==> config.mk <==
export PLATFORM = sky130hd
export DESIGN_NAME = data_memory_param_flat
export DESIGN_NICKNAME = d
export VERILOG_FILES = /design/src/rtl/data_memory_param_if.sv /design/src/rtl/data_memory_param.sv /design/src/flat_wrapper.sv
export SDC_FILE = /design/constraint.sdc
export NUM_CORES = 2
export LEC_CHECK = 0
export CAP_MARGIN = 20
export CORE_MARGIN = 10
export CORE_UTILIZATION = 55
export CTS_CLUSTER_SIZE = 40
export DETAILED_ROUTE_END_ITERATION = 8
export PLACE_DENSITY = 0.71
export SKIP_LAST_GASP = 1
export SLEW_MARGIN = 10
export SYNTH_ARGS = -nofsm -noshare
export SYNTH_HDL_FRONTEND = slang
export SYNTH_SLANG_ARGS = --single-unit
==> constraint.sdc <==
create_clock -name clk -period 19.3 [get_ports clk]
set_input_delay 3.86 -clock clk [delete_from_list [all_inputs] [get_ports clk]]
set_output_delay 3.86 -clock clk [all_outputs]
set_load 0.02 [all_outputs]
==> src/rtl/data_memory_param_if.sv <==
// Request/response bundle for data_memory_param.
//   master: load/store unit side (drives req_*, clr_start)
//   slave : memory side (drives req_ready, rsp_*, err_oob, busy, clr_done)
// Signals:
//   req_valid/req_ready  request handshake, accepted when both are high on clk
//   req_we               1 = write, 0 = read
//   req_addr             word address
//   req_wdata/req_be     write data and byte-lane enables
//   clr_start            one-cycle command to zero the whole array
//   rsp_valid            one-cycle pulse, response for the previous accept
//   rsp_rdata            response data, held until the next response
//   err_oob              pulses with rsp_valid when the address was >= DEPTH
//   busy                 high while the clear sweep runs
//   clr_done             one-cycle pulse after the final clear write
interface data_memory_param_if #(
  parameter int DATA_W = 8,
  parameter int ADDR_W = 8
);
  logic                  req_valid;
  logic                  req_ready;
  logic                  req_we;
  logic [ADDR_W-1:0]     req_addr;
  logic [DATA_W-1:0]     req_wdata;
  logic [DATA_W/8-1:0]   req_be;
  logic                  clr_start;
  logic                  rsp_valid;
  logic [DATA_W-1:0]     rsp_rdata;
  logic                  err_oob;
  logic                  busy;
  logic                  clr_done;

  modport master (
    output req_valid, req_we, req_addr, req_wdata, req_be, clr_start,
    input  req_ready, rsp_valid, rsp_rdata, err_oob, busy, clr_done
  );

  modport slave (
    input  req_valid, req_we, req_addr, req_wdata, req_be, clr_start,
    output req_ready, rsp_valid, rsp_rdata, err_oob, busy, clr_done
  );
endinterface

==> src/rtl/data_memory_param.sv <==
// Parametrised single-port data memory with byte-lane writes, a valid/ready
// request port, a registered one-cycle response and a hardware clear sweep.
// Ports:
//   clk    rising-edge clock
//   reset  asynchronous, active-high reset (array contents are not reset)
//   s_bus  data_memory_param_if slave modport (request, response, clear status)
module data_memory_param #(
  parameter int DATA_W         = 8,
  parameter int ADDR_W         = 8,
  parameter int DEPTH          = 256,
  parameter int RDW_MODE       = 0,
  parameter int CLEAR_ON_RESET = 1
) (
  input  logic                 clk,
  input  logic                 reset,
  data_memory_param_if.slave   s_bus
);

  localparam int LANES = DATA_W / 8;
  localparam int IDX_W = (DEPTH > 1) ? $clog2(DEPTH) : 1;

  typedef enum logic {S_CLEAR, S_ACTIVE} state_t;

  state_t              r_state, w_state_nxt;
  logic [ADDR_W-1:0]   r_cnt, w_cnt_nxt;
  logic                r_rsp_valid;
  logic [DATA_W-1:0]   r_rsp_rdata;
  logic                r_err_oob;
  logic                r_clr_done;

  logic [DATA_W-1:0]   r_mem [DEPTH];

  logic                w_last;
  logic                w_inr;
  logic                w_ready;
  logic                w_accept;
  logic                w_wr_en;
  logic                w_clr_we;
  logic [IDX_W-1:0]    w_idx;
  logic [IDX_W-1:0]    w_cidx;
  logic [DATA_W-1:0]   w_old;
  logic [DATA_W-1:0]   w_merged;
  logic [DATA_W-1:0]   w_rsp_data;

  assign w_last   = (32'(r_cnt) == 32'(DEPTH - 1));
  // Full-width compare so DEPTH == 2**ADDR_W never truncates to zero.
  assign w_inr    = (32'(s_bus.req_addr) < 32'(DEPTH));
  assign w_ready  = (r_state == S_ACTIVE) && !s_bus.clr_start && !reset;
  assign w_accept = s_bus.req_valid && w_ready;
  assign w_wr_en  = w_accept && s_bus.req_we && w_inr;
  // Held off during reset so the sweep only writes once it is really running.
  assign w_clr_we = (r_state == S_CLEAR) && !reset;
  assign w_idx    = s_bus.req_addr[IDX_W-1:0];
  assign w_cidx   = r_cnt[IDX_W-1:0];

  // Out-of-range reads never touch the array; the value is masked below.
  assign w_old = w_inr ? r_mem[w_idx] : '0;

  always_comb begin
    w_merged = w_old;
    for (int i = 0; i < LANES; i++) begin
      if (s_bus.req_be[i]) w_merged[8*i +: 8] = s_bus.req_wdata[8*i +: 8];
    end
  end

  always_comb begin
    w_rsp_data = '0;
    if (w_inr) begin
      if (s_bus.req_we && (RDW_MODE != 0)) w_rsp_data = w_merged;
      else                                 w_rsp_data = w_old;
    end
  end

  // FSM state register
  always_ff @(posedge clk or posedge reset) begin
    if (reset) begin
      r_state <= (CLEAR_ON_RESET != 0) ? S_CLEAR : S_ACTIVE;
      r_cnt   <= '0;
    end else begin
      r_state <= w_state_nxt;
      r_cnt   <= w_cnt_nxt;
    end
  end

  // FSM next state; clr_start inside CLEAR is ignored so the sweep is never
  // restarted by a repeated command.
  always_comb begin
    w_state_nxt = r_state;
    w_cnt_nxt   = r_cnt;
    case (r_state)
      S_CLEAR: begin
        if (w_last) begin
          w_state_nxt = S_ACTIVE;
          w_cnt_nxt   = '0;
        end else begin
          w_cnt_nxt   = r_cnt + 1'b1;
        end
      end
      S_ACTIVE: begin
        if (s_bus.clr_start) begin
          w_state_nxt = S_CLEAR;
          w_cnt_nxt   = '0;
        end
      end
      default: begin
        w_state_nxt = S_ACTIVE;
        w_cnt_nxt   = '0;
      end
    endcase
  end

  // Array; the sweep and requests are mutually exclusive because req_ready
  // is low throughout CLEAR.
  always_ff @(posedge clk) begin
    if (w_clr_we)     r_mem[w_cidx] <= '0;
    else if (w_wr_en) r_mem[w_idx]  <= w_merged;
  end

  // Response and status registers
  always_ff @(posedge clk or posedge reset) begin
    if (reset) begin
      r_rsp_valid <= 1'b0;
      r_rsp_rdata <= '0;
      r_err_oob   <= 1'b0;
      r_clr_done  <= 1'b0;
    end else begin
      r_rsp_valid <= w_accept;
      r_err_oob   <= w_accept && !w_inr;
      r_clr_done  <= (r_state == S_CLEAR) && w_last;
      if (w_accept) r_rsp_rdata <= w_rsp_data;
    end
  end

  assign s_bus.req_ready = w_ready;
  assign s_bus.rsp_valid = r_rsp_valid;
  assign s_bus.rsp_rdata = r_rsp_rdata;
  assign s_bus.err_oob   = r_err_oob;
  assign s_bus.busy      = (r_state == S_CLEAR);
  assign s_bus.clr_done  = r_clr_done;

endmodule
==> src/flat_wrapper.sv <==
// flat-port wrapper written by rule: the top's interface ports become plain ports
module data_memory_param_flat 
#(
  parameter int DATA_W         = 8,
  parameter int ADDR_W         = 8,
  parameter int DEPTH          = 256,
  parameter int RDW_MODE       = 0,
  parameter int CLEAR_ON_RESET = 1
)
  (clk, reset, s_bus_req_valid, s_bus_req_we, s_bus_req_addr, s_bus_req_wdata, s_bus_req_be, s_bus_clr_start, s_bus_req_ready, s_bus_rsp_valid, s_bus_rsp_rdata, s_bus_err_oob, s_bus_busy, s_bus_clr_done);
  data_memory_param_if #(.DATA_W(DATA_W), .ADDR_W(ADDR_W)) s_bus_i ();
  input  logic clk;
  input  logic reset;
  input wire logic [$bits(s_bus_i.req_valid)-1:0] s_bus_req_valid;
  input wire logic [$bits(s_bus_i.req_we)-1:0] s_bus_req_we;
  input wire logic [$bits(s_bus_i.req_addr)-1:0] s_bus_req_addr;
  input wire logic [$bits(s_bus_i.req_wdata)-1:0] s_bus_req_wdata;
  input wire logic [$bits(s_bus_i.req_be)-1:0] s_bus_req_be;
  input wire logic [$bits(s_bus_i.clr_start)-1:0] s_bus_clr_start;
  output wire logic [$bits(s_bus_i.req_ready)-1:0] s_bus_req_ready;
  output wire logic [$bits(s_bus_i.rsp_valid)-1:0] s_bus_rsp_valid;
  output wire logic [$bits(s_bus_i.rsp_rdata)-1:0] s_bus_rsp_rdata;
  output wire logic [$bits(s_bus_i.err_oob)-1:0] s_bus_err_oob;
  output wire logic [$bits(s_bus_i.busy)-1:0] s_bus_busy;
  output wire logic [$bits(s_bus_i.clr_done)-1:0] s_bus_clr_done;
  assign s_bus_i.req_valid = s_bus_req_valid;
  assign s_bus_i.req_we = s_bus_req_we;
  assign s_bus_i.req_addr = s_bus_req_addr;
  assign s_bus_i.req_wdata = s_bus_req_wdata;
  assign s_bus_i.req_be = s_bus_req_be;
  assign s_bus_i.clr_start = s_bus_clr_start;
  assign s_bus_req_ready = s_bus_i.req_ready;
  assign s_bus_rsp_valid = s_bus_i.rsp_valid;
  assign s_bus_rsp_rdata = s_bus_i.rsp_rdata;
  assign s_bus_err_oob = s_bus_i.err_oob;
  assign s_bus_busy = s_bus_i.busy;
  assign s_bus_clr_done = s_bus_i.clr_done;
  data_memory_param #(.DATA_W(DATA_W), .ADDR_W(ADDR_W), .DEPTH(DEPTH), .RDW_MODE(RDW_MODE), .CLEAR_ON_RESET(CLEAR_ON_RESET)) u_core (.clk(clk), .reset(reset), .s_bus(s_bus_i));
endmodule
==> results.md <==
- Outcome: finished clean
- # rows: 141
- Die W: 405 um
- Multi-input logic area: 17900 um^2
- Crit. Startpoint: s_bus_clr_start
- Drt via density: between 6 and 7
- Layout Skew: 0.0456 ns
- Tcrit/Tclk final: 0.507
- Hold Vio Cnt, Final: 0
- CP required: approximately 15 ns
- Dpl ws: 8.84 ns
- Clock Sinks: 2067
- # DRC: 0
- Largest stage delay on the critical path: around 0.65 ns
- Cell at the root of the clock tree: clkbuf_16
- Via count: approximately 41k
- Register area: 62000 um^2
- # Post-CTS Setup Buffers: 0
- Crit path top cell by count: clkdlybuf4s50_1
- Total GRT Usage: 0.251
- IO Pins: 35
- Post-synth cell types: 81
- Min-delay worst type: flip-flop to flip-flop
- Hold Worst Slack: 0.470 ns
- Diode count: 0
- Initial antenna violation count: 7
- Die area: 164000 um^2
- Initial Util: 0.553
- CTS Buf Count: 198
- CTS max path bufs: 3
- Fmax: approximately 100 MHz
- Final #Nets: 4047
- Min Tclk post-route: 9.78 ns
- Cells after Synth: between 3k and 4k
- Clock-pin transition on the worst setup and hold timing paths: 0.06 ns
- CP max stage cell: clkdlybuf4s50_1
- Crit path DAT: 5.92 ns
- PD cells: 102 nW/um^2
- Max Cap Viol: 0
- EDFF count, synth: 2048
- Global-route wire length before repair: 296 mm
- CTS tree: done
- Final ANT Viol Nets: 0
- Vias in the first global route: roughly 40k
- Filler cell count: 10.1k
- Yosys Warn Count: 0
- H-tree Lvls: 4
- WS Path Type: input port to output port
- Die Height: 405 um
- DR pass1 iterations: 6
- Setup TNS: 0 ns
- CP max FO: 4
- Smallest setup slack after layout: 9.52 ns
- Total power: 9.16 mW
- Routed WL: 207 mm
- GRT overflow: 0
- Register bit total from synthesis: roughly 2.1k
- Largest net degree at the start of global routing: 257
- Design Area, Final: 89800 um^2
- Core Area: 148000 um^2
- Number of setup violations in the final report: 0
- Share of cells above drive strength 1: 0.197
- Routability cong.: 0.908
- Port bufs: 33
- Layout area overhead: 9.93%
- Clk_lat worst skew: about 0.84 ns
- Post-Syn Area: around 80000 um^2
- Synth top area share: 0.753
- Leak: 32.6 nW
- Cts repair resizes: 0
- RSZ-0062 raised after global routing: no
- Critical Path, Cell by Cell: clkdlybuf4s50_1 -> nand2b_1 -> nor2_1 -> clkdlybuf4s50_1
- CTS Hold Bufs: 0
- Slew @ Worst Pin: 1.21 ns
- Post-synthesis sequential area ratio: 0.759
- Final Max Slew Viols: 0
- Post-DP Area: 83500 um^2
- Synthesized area per cell: 20.8 um^2
- Crit end category: output port
- Syn nets: 3954
- Post-DP HPWL: 123 mm
- Setup crit start kind: input port
- Detailed router's first-iteration violation count: 5614
- Post-synth top area cell: edfxtp_1
- Top post-synthesis cells by area: edfxtp_1 (75%), mux4_2 (11%), mux4_1 (2.5%), mux2i_1 (1.9%), nor2_1 (1.4%)
- Max-slew headroom: 0.173
- Post-DR wirelength/cell: 33.8 um
- Hold Startpoint: u_core.s_bus.rsp_rdata[5]$_DFFE_PP0N_
- FF-to-FF Start: u_core.r_state$_DFF_PP0_
- Synth Flop Type: edfxtp_1
- Max VDD drop: roughly 80 uV
- Post-synth ARST share: 0.00919
path summary, 6_finish.rpt:
path	end	slack, ns	depth (start not counted)
max reg2reg	u_core.r_mem[63][7]$_DFFE_PP_	13.41	11
max	s_bus_req_ready	9.52	4
min reg2reg	u_core.s_bus.rsp_rdata[5]$_DFFE_PP0N_	0.47	2
min	u_core.s_bus.rsp_rdata[5]$_DFFE_PP0N_	0.47	2
min in group asynchronous	u_core.r_cnt[5]$_DFFE_PP0P_	4.09	2
max in group asynchronous	u_core.r_cnt[0]$_DFFE_PP0P_	14.56	2
through the flow:
| step | instances | util |
|---|---|---|
| floorplan | 3931 | - |
| global placement | 5743 | 0.565 |
| detailed placement | 5746 | 0.565 |
| CTS | 6113 | 0.607 |
| global route | 6121 | 0.608 |
| finish | 6121 | 0.608 |
state kept, by name, summed over array words and instances, names as in the netlist:
| register | flops |
|---|---|
| u_core.s_bus.rsp_rdata | 8 |
| u_core.r_state | 1 |
| u_core.s_bus.clr_done | 1 |
| u_core.s_bus.rsp_valid | 1 |
| u_core.r_mem | 2048 |
| u_core.r_cnt | 8 |
critical path: cells and delay by family:
| family | cells | cell delay [ns] |
|---|---|---|
| buf+inv | 2 | 1.24 |
| simple gates | 2 | 0.81 |
per-layer routing:
| layer | vias up | GRT usage | wire (um) |
|---|---|---|---|
| met5 | - | 0 | 33 |
| met4 | 6 | 0.0929 | 8410 |
| met3 | 439 | 0.0634 | 23600 |
| met2 | 2671 | 0.378 | 94900 |
| met1 | 21500 | 0.359 | 79700 |
| li1 | 16500 | - | - |
synthesized netlist by cell type, drive strengths merged, types with 3 or more instances:
cell / number
clkbuf: 75
a22o: 13
o22ai: 33
o311ai: 5
nor3: 28
and3: 4
and2: 8
o221ai: 11
a311o: 3
a2111oi: 8
buf: 166
o21ai: 51
o31ai: 17
mux2i: 155
edfxtp: 2048
a22oi: 90
and4: 3
nand2b: 27
mux2: 15
or3: 6
nor2b: 13
or2: 21
nand3: 35
a311oi: 10
o2111ai: 3
nand2: 130
nor2: 295
inv: 8
dfrtp: 19
mux4: 463
a221oi: 11
a211oi: 10
nand3b: 6
nand4: 4
a21oi: 72
o211ai: 8
a31oi: 10
nor4: 7
o41ai: 5
cells by family after synthesis:
kind of cell	share of synthesized area
flops	0.759
mux	0.152
simple gates	0.0321
compound gates	0.0324
buf+inv	0.0236
xor+xnor	0.000322
fa+ha+maj	0.000153
other cells	0.0000459
report_power, final:
group	switching [mW]	internal (mW)	total, mW
clock network	1.63	2.10	3.74
registers	0.0216	4.89	4.91
logic	0.372	0.139	0.511
final cells by class:
class	instances	share of cell area
flip-flops and latches	2067	0.690
repair buffers	135	0.0139
inverters	9	0.000404
clock buffers	250	0.0588
clock inverters	117	0.0103
multi-input cells	1613	0.199
well taps	1930	0.0269
placed cells by master (no fill, tap or decap), drive strengths merged, types with 6 or more instances in the layout:
cell / n
edfxtp: 2048
mux4: 463
nor2: 295
clkbuf: 250
mux2i: 155
nand2: 130
buf: 108
clkinv: 97
a22oi: 90
a21oi: 72
o21ai: 51
nand3: 35
o22ai: 33
nor3: 28
clkdlybuf4s50: 27
nand2b: 27
or2: 21
dfrtp: 19
o31ai: 17
mux2: 15
inv: 15
a22o: 13
bufinv: 13
nor2b: 13
a221oi: 11
o221ai: 11
a31oi: 10
a211oi: 10
a311oi: 10
o211ai: 8
and2: 8
a2111oi: 8
nor4: 7
nand3b: 6
or3: 6
No activity file was read; power rests on OpenSTA's default activity.
